**src/rtl/instr_mem_loader.sv**
```systemverilog
// Byte-stream program loader: packs big-endian bytes into 32-bit words and
// writes them to consecutive word addresses of an instruction memory.
module instr_mem_loader #(
    parameter int DEPTH = 512
) (
    input  logic        clk,
    input  logic        rst,
    input  logic        start,
    input  logic [7:0]  byte_in,
    input  logic        byte_valid,
    input  logic        byte_last,
    output logic        byte_ready,
    output logic        wr_en,
    output logic [31:0] wr_addr,
    output logic [31:0] wr_data,
    output logic        busy,
    output logic        done,
    output logic        err,
    output logic [1:0]  state_dbg
);
    localparam int IW = $clog2(DEPTH + 1);

    typedef enum logic [1:0] {
        IDLE  = 2'd0,
        LOAD  = 2'd1,
        WRITE = 2'd2,
        DONE  = 2'd3
    } state_t;

    state_t        state;
    state_t        state_nx;
    logic [1:0]    byte_cnt;
    logic [IW-1:0] word_idx;
    logic [31:0]   word;
    logic          last_seen;
    logic          err_q;
    logic          hs;
    logic          full;

    // Handshake: a byte transfers on a posedge where byte_valid && byte_ready;
    // byte_ready depends only on state, never on byte_valid.
    assign hs   = byte_valid && byte_ready;
    assign full = (word_idx == IW'(DEPTH));

    always_ff @(posedge clk or posedge rst) begin
        if (rst) begin
            state <= IDLE;
        end else begin
            state <= state_nx;
        end
    end

    always_comb begin
        state_nx = state;
        case (state)
            IDLE, DONE: begin
                if (start) state_nx = LOAD;
            end
            LOAD: begin
                if (hs) begin
                    if (full) begin
                        state_nx = DONE;
                    end else if (byte_last || byte_cnt == 2'd3) begin
                        state_nx = WRITE;
                    end
                end
            end
            WRITE: begin
                state_nx = last_seen ? DONE : LOAD;
            end
            default: state_nx = IDLE;
        endcase
    end

    // The first byte of a word clears the rest, so a short final word is zero-filled.
    always_ff @(posedge clk or posedge rst) begin
        if (rst) begin
            byte_cnt  <= 2'd0;
            word_idx  <= '0;
            word      <= 32'h0;
            last_seen <= 1'b0;
            err_q     <= 1'b0;
        end else begin
            case (state)
                IDLE, DONE: begin
                    if (start) begin
                        byte_cnt  <= 2'd0;
                        word_idx  <= '0;
                        last_seen <= 1'b0;
                        err_q     <= 1'b0;
                    end
                end
                LOAD: begin
                    if (hs) begin
                        if (full) begin
                            err_q <= 1'b1;
                        end else begin
                            case (byte_cnt)
                                2'd0:    word        <= {byte_in, 24'h0};
                                2'd1:    word[23:16] <= byte_in;
                                2'd2:    word[15:8]  <= byte_in;
                                default: word[7:0]   <= byte_in;
                            endcase
                            byte_cnt <= byte_cnt + 2'd1;
                            if (byte_last) begin
                                last_seen <= 1'b1;
                                if (byte_cnt != 2'd3) err_q <= 1'b1;
                            end
                        end
                    end
                end
                WRITE: begin
                    word_idx <= word_idx + IW'(1);
                    byte_cnt <= 2'd0;
                end
                default: ;
            endcase
        end
    end

    always_comb begin
        byte_ready = (state == LOAD);
        wr_en      = (state == WRITE);
        busy       = (state == LOAD) || (state == WRITE);
        done       = (state == DONE);
    end

    assign wr_addr   = {{(30 - IW){1'b0}}, word_idx, 2'b00};
    assign wr_data   = word;
    assign err       = err_q;
    assign state_dbg = state;

endmodule

```
**config.mk**
```make
export PLATFORM = sky130hd
export DESIGN_NAME = instr_mem_loader
export DESIGN_NICKNAME = d
export VERILOG_FILES = /design/src/rtl/instr_mem_loader.sv
export SDC_FILE = /design/constraint.sdc
export NUM_CORES = 1
export LEC_CHECK = 0
export CORE_MARGIN = 3
export CORE_UTILIZATION = 41
export CTS_CLUSTER_SIZE = 40
export DETAILED_ROUTE_END_ITERATION = 10
export PLACE_DENSITY_LB_ADDON = 0.25
export SYNTH_ARGS = -nofsm -noshare
export SYNTH_HDL_FRONTEND = slang
export SYNTH_SLANG_ARGS = --single-unit
```
**constraint.sdc**
```tcl
create_clock -name clk -period 1.8 [get_ports clk]
set_input_delay 0.45 -clock clk [delete_from_list [all_inputs] [get_ports clk]]
set_output_delay 0.45 -clock clk [all_outputs]
set_load 0.05 [all_outputs]
```
## After elaboration in Yosys (flattened, before gate mapping)

Cells that the tools add are included.

| word-level totals | value |
|---|---|
| output and inout port bits | 71 |
| register bits | 48 |
| input port bits | 13 |

| cells by class | value |
|---|---|
| add/subtract/negate cells | 2 |
| reductions and logical operators | 20 |
| muxes and demuxes | 25 |
| bitwise gates (word level) | 2 |
| eq/ne operators | 15 |

Operators with widths:

| kind | count |
|---|---|
| $pmux W8 S2 | 3 |
| $pmux W10 S2 | 1 |
| $mux W2 | 8 |
| $reduce_and A4 Y1 | 4 |
| $pmux W2 S3 | 2 |
| $add A10 B1 Y10 const B | 1 |
| $eq A10 B10 Y1 const B | 1 |
| $mux W10 | 1 |
| $reduce_and A5 Y1 | 2 |
| $eq A2 B2 Y1 const B | 4 |
| $mux W1 | 8 |
| $ne A2 B2 Y1 const B | 4 |
| $reduce_bool A2 Y1 | 4 |
| $ne A3 B1 Y1 const B | 2 |
| $reduce_and A3 Y1 | 2 |
| $eq A2 B1 Y1 const B | 2 |
| $logic_not A2 Y1 | 2 |
| $pmux W1 S2 | 2 |
| $reduce_or A2 Y1 | 2 |
| $ne A3 B2 Y1 const B | 1 |
| $add A2 B1 Y2 const B | 1 |
| $logic_or A1 B1 Y1 | 2 |
| $ne A2 B1 Y1 const B | 1 |
| $not A1 Y1 | 2 |
| other kinds (2) | 2 |

## Longest topological paths before layout

| depth | value |
|---|---|
| depth after elaboration | 6 |
| gate-level depth with buffers | 8 |
| gate-level depth less buffers | 6 |

## Worst setup path after synthesis

No wires, ideal clock.

| timing | value |
|---|---|
| path kind | reg2reg |
| start point | reg state[0] (netlist: state_dbg[0]) |
| end point | reg word[0] (netlist: wr_data[0]) |
| data required time | 1675 ps |
| path slack | -767 ps |
| data arrival time | 2442 ps |
| stages on the path, launching flop included | 6 |
| period minus slack after synthesis | 2567 ps |
| path buffers | 1 |
| setup time | 125 ps |
| path through | dfrtp_1 > ha_1 > buf_2 > inv_1 > nor4_4 > mux2_2 |

| on the way | value |
|---|---|
| cells in the longest elaborated chain, start to end | 3 |

Ends and longest elaborated chain:

| item | RTL line | text |
|---|---|---|
| start, declared | 30 | `state_t state;` |
| start signal, assigned | 49 | `state <= state_nx;` |
| $eq A2 B1 Y1 (*) | 122 | `byte_ready = (state == LOAD);` |
| via byte_ready | 12 | `output logic byte_ready,` |
| $logic_and A1 B1 Y1 | 42 | `assign hs = byte_valid && byte_ready;` |
| $reduce_and A4 Y1 (no line) (*) | - |  |
| end signal, assigned | 99 | `2'd0: word <= {byte_in, 24'h0};` |
| end signal, assigned | 102 | `default: word[7:0] <= byte_in;` |
| end, declared | 34 | `logic [31:0] word;` |

Mark *: on every way through the listed nets, which the timed path passes. The rest lies on a longest branch.
A chain may end at the register's enable or synchronous reset.

## Final worst setup path

| timing | value |
|---|---|
| start point | reg state[0] (netlist: state_dbg[0]) |
| end point | out byte_ready |

| on the way | value |
|---|---|
| cells in the longest elaborated chain, start to end | 1 |

Ends and longest elaborated chain:

| item | RTL line |
|---|---|
| $eq A2 B1 Y1 | 122 |
| end, declared | 12 |

Every way passes these cells.

==> impl_metrics.tcl <==
set metrics [dict create \
    maxCapViolCount 0 \
    topRoutingLayerUsed "met4" \
    netlist_area_sq_um 2430 \
    power_report.internal_total_mw 3.79 \
    dr.first_iter.drc_count 80 \
    dp_hpwl_mm 4.36 \
    grt_pass1_vias 1913 \
    m1_wire_length_mm 2.44 \
    detail_route.wl_per_cell_microns 15.0 \
    p_seq_frac 0.245 \
    max-vdd-ir-drop_mv 1.24 \
    syn_inst 216 \
    grt_setup_unrepaired "yes" \
    clock_power_share 0.131 \
    cts_made_buffers 5 \
    regToRegEndpoint "state_dbg[1]" \
    period_minus_slack_ps 1750 \
    ys_top_cells_by_count "48 x sky130_fd_sc_hd__dfrtp_1, 22 x sky130_fd_sc_hd__buf_4, 17 x sky130_fd_sc_hd__mux2_2" \
    final_hold_viol_count 0 \
    finish.instance_area_sq_um 3520 \
    combinational_power_share 0.625 \
    ys_dominant_reg_cell "sky130_fd_sc_hd__dfrtp_1" \
    r2r_start "state_dbg[0]" \
    synth.area.top_cells "sky130_fd_sc_hd__dfrtp_1 49%, sky130_fd_sc_hd__mux2_2 7.9%, sky130_fd_sc_hd__buf_4 6.8%" \
    cts_htree_levels 2 \
    start_util 0.434 \
    synthDistinctLibCells 35 \
    post_route_cells_drive_above_1_share 0.458 \
    place.port_buffers 61 \
    finish.cell_count_without_fillers 380 \
    timing.critical_path.fanout_max 8 \
    vias_per_cell 4.97 \
    gr-usage-all-layers 0.170 \
    clk_path_buf_depth 2 \
    critical_path.most_common_cell "sky130_fd_sc_hd__buf_6" \
    antenna-diode-count 0 \
    timing.final.setup_violations 0 \
    cts_tree "built" \
    dp_slack_ps -209 \
    total_switching_power_mw 3.38 \
    chipHeight_microns 83.0 \
    netlist.top_cell.by_area "sky130_fd_sc_hd__dfrtp_1" \
    critPathRequiredTime_ps 1350 \
    gp_routability_congestion 0.822 \
    cp.arrival_ps 1300 \
    rr_worst_depth 6 \
    num-fill-cells 476 \
    result_of_the_run "completed" \
    route.final.wire_length_mm 5.69 \
    finish.net_count 329 \
    timing_worst_setup_path_type "flip-flop to output pin" \
    detailed_routing_iterations_pass_1 4 \
    drc 0 \
    synth_seq_cells 48 \
    synth_warnings 0 \
    layout-area-overhead-vs-synth_pct 44.9 \
    power_density_nw_per_um2 2030 \
    cts_num_sinks 48 \
    grt_max_degree 49 \
    dp_cells 368 \
    placement.cell_area_sq_um 3310 \
    min-delay-path-class "primary input to asynchronous set/reset pin" \
    critPathLaunchType "flip-flop" \
    period_share 0.971 \
    die_w_microns 83.0 \
    clk_pin_slew_worst_paths_ps 100 \
    p_leak_nw 1.69 \
    fmaxAchievable_mhz 572 \
    fp.dieArea_sq_um 6890 \
    syn-mean-instance-area_sq_um 11.3 \
    core_area_sq_um 5610 \
    timing.critical_path.to_type "output pin" \
    postCtsHoldBufs 0 \
    synthMostInstantiatedCell "sky130_fd_sc_hd__dfrtp_1" \
    globalRouteOverflowTotal 0 \
    layout.core_utilization 0.628 \
    drtAntennaViolNets 0 \
    pin_count 84 \
    yosys.area.top_type_share 0.494 \
    synth_enable_flop_cells 0 \
    setup-tns-final_ps 0 \
    totalPowerFinal_mw 7.16 \
    yosysSeqAreaShare 0.494 \
    hold_slack_ps 494 \
    worst_skew_pair.late_latency_ps 300 \
    first_pass_grt_wire_length_mm 9.63 \
    grt_antenna_before_repair 0 \
    met2WireLength_mm 2.85 \
    final.setup_skew_ps 9.26 \
    row_count 27 \
    critPathSlowestCell "sky130_fd_sc_hd__dfrtp_2" \
    timing_max_transition_violations_final 0 \
    critical_path_cell_sequence "buf_6, ha_4, buf_6, buf_12" \
    wl_met3_microns 318 \
    switching_share 0.471 \
    detailroute.via_count 1887 \
    critPathMaxStageDelay_ps 420 \
    root_buffer "sky130_fd_sc_hd__clkbuf_8" \
    setup_ws_ps 51.4 \
    ys_async_sr_fraction 1.00 \
    reg2reg_slack_ps 60 \
]
## sequential cells by signal (all words and copies together), names as in the netlist
name and cells:
byte_cnt 2, err 1, last_seen 1, state_dbg 2
word_idx 10, wr_data 32
## what timing repair did
action                                  4_1_cts  5_1_grt
gates resized for setup                       2       10
setup buffers                                 3        2
pin swaps                                     0        4
endpoints found under the setup margin        4       40
## how the worst max path moves through the flow
| stage | startpoint | to | slack (ps) | cells past startpoint |
|---|---|---|---|---|
| after floorplan | word_idx[0] | wr_data[0] | -260 | 6 |
| after global placement | byte_valid | wr_data[5] | -180 | 5 |
| after detailed placement | byte_valid | wr_data[7] | -210 | 5 |
| after CTS | word_idx[4] | wr_data[17] | 4 | 5 |
| after global routing | word_idx[7] | wr_data[25] | -6 | 5 |
| final | state_dbg[0] | byte_ready | 50 | 4 |
## cells in the final DEF (no fill, tap or decap), types with 2 or more instances in the layout
cell,n
sky130_fd_sc_hd__conb_1,22
sky130_fd_sc_hd__nand4_1,4
sky130_fd_sc_hd__a22o_1,15
sky130_fd_sc_hd__nor2_1,10
sky130_fd_sc_hd__dfrtp_2,11
sky130_fd_sc_hd__mux2_4,6
sky130_fd_sc_hd__o21ai_0,3
sky130_fd_sc_hd__o211ai_1,5
sky130_fd_sc_hd__xnor2_1,5
sky130_fd_sc_hd__buf_6,3
sky130_fd_sc_hd__inv_2,6
sky130_fd_sc_hd__nor3_2,2
sky130_fd_sc_hd__clkbuf_8,5
sky130_fd_sc_hd__a32o_1,3
sky130_fd_sc_hd__dfrtp_1,37
sky130_fd_sc_hd__nand3_1,5
sky130_fd_sc_hd__ha_4,3
sky130_fd_sc_hd__nor3_1,2
sky130_fd_sc_hd__mux2_2,11
sky130_fd_sc_hd__nand2_1,4
sky130_fd_sc_hd__clkdlybuf4s50_1,12
sky130_fd_sc_hd__or3_1,2
sky130_fd_sc_hd__nand2b_1,2
sky130_fd_sc_hd__inv_1,3
sky130_fd_sc_hd__bufinv_16,2
sky130_fd_sc_hd__buf_12,8
sky130_fd_sc_hd__a31oi_1,2
sky130_fd_sc_hd__a21oi_1,8
sky130_fd_sc_hd__nor2b_1,9
sky130_fd_sc_hd__buf_4,72
sky130_fd_sc_hd__nor4_4,2
sky130_fd_sc_hd__ha_1,6
## power by group through the flow
stage	combinational (mW)	clock [mW]	sequential (mW)
after global routing	4.75	1.02	1.80
after floorplan	1.70	0	3.09
final	4.47	0.936	1.75
after CTS	4.43	0.957	1.75
after detailed placement	4.34	0	1.81
after global placement	4.27	0	1.79
## layer usage
metal  track usage  vias up
met5             0        -
met4        0.0535        0
met3        0.0397        7
met2         0.276       59
met1         0.226      915
li1              -      906
## area by class of cell
type	instances	area, sq um	share of cell area
clock buffer	5	68.8	0.0195
sequential	48	1210	0.345
tap	72	90.1	0.0256
timing repair buffer	95	855	0.243
multi-input combinational	147	1180	0.336
clock inverter	3	68.8	0.0195
inverter	10	41.3	0.0117
## critical path, delay by kind of cell, from the launching register on
family | cells | cell delay [ps]
flops | 1 | 420
buf+inv | 3 | 420
fa+ha+maj | 1 | 160
## kinds of logic (layout without fill, tap and decap cells)
logic type | after synthesis | after routing | share of synthesized area
compound gates | 39 | 39 | 0.118
buf+inv | 42 | 113 | 0.101
flops | 48 | 48 | 0.494
fa+ha+maj | 9 | 9 | 0.0463
xor+xnor | 5 | 5 | 0.0180
simple gates | 53 | 53 | 0.134
mux | 19 | 19 | 0.0869
other cells | 1 | 22 | 0.00154
Note: power is estimated with default switching activity, not from simulation.
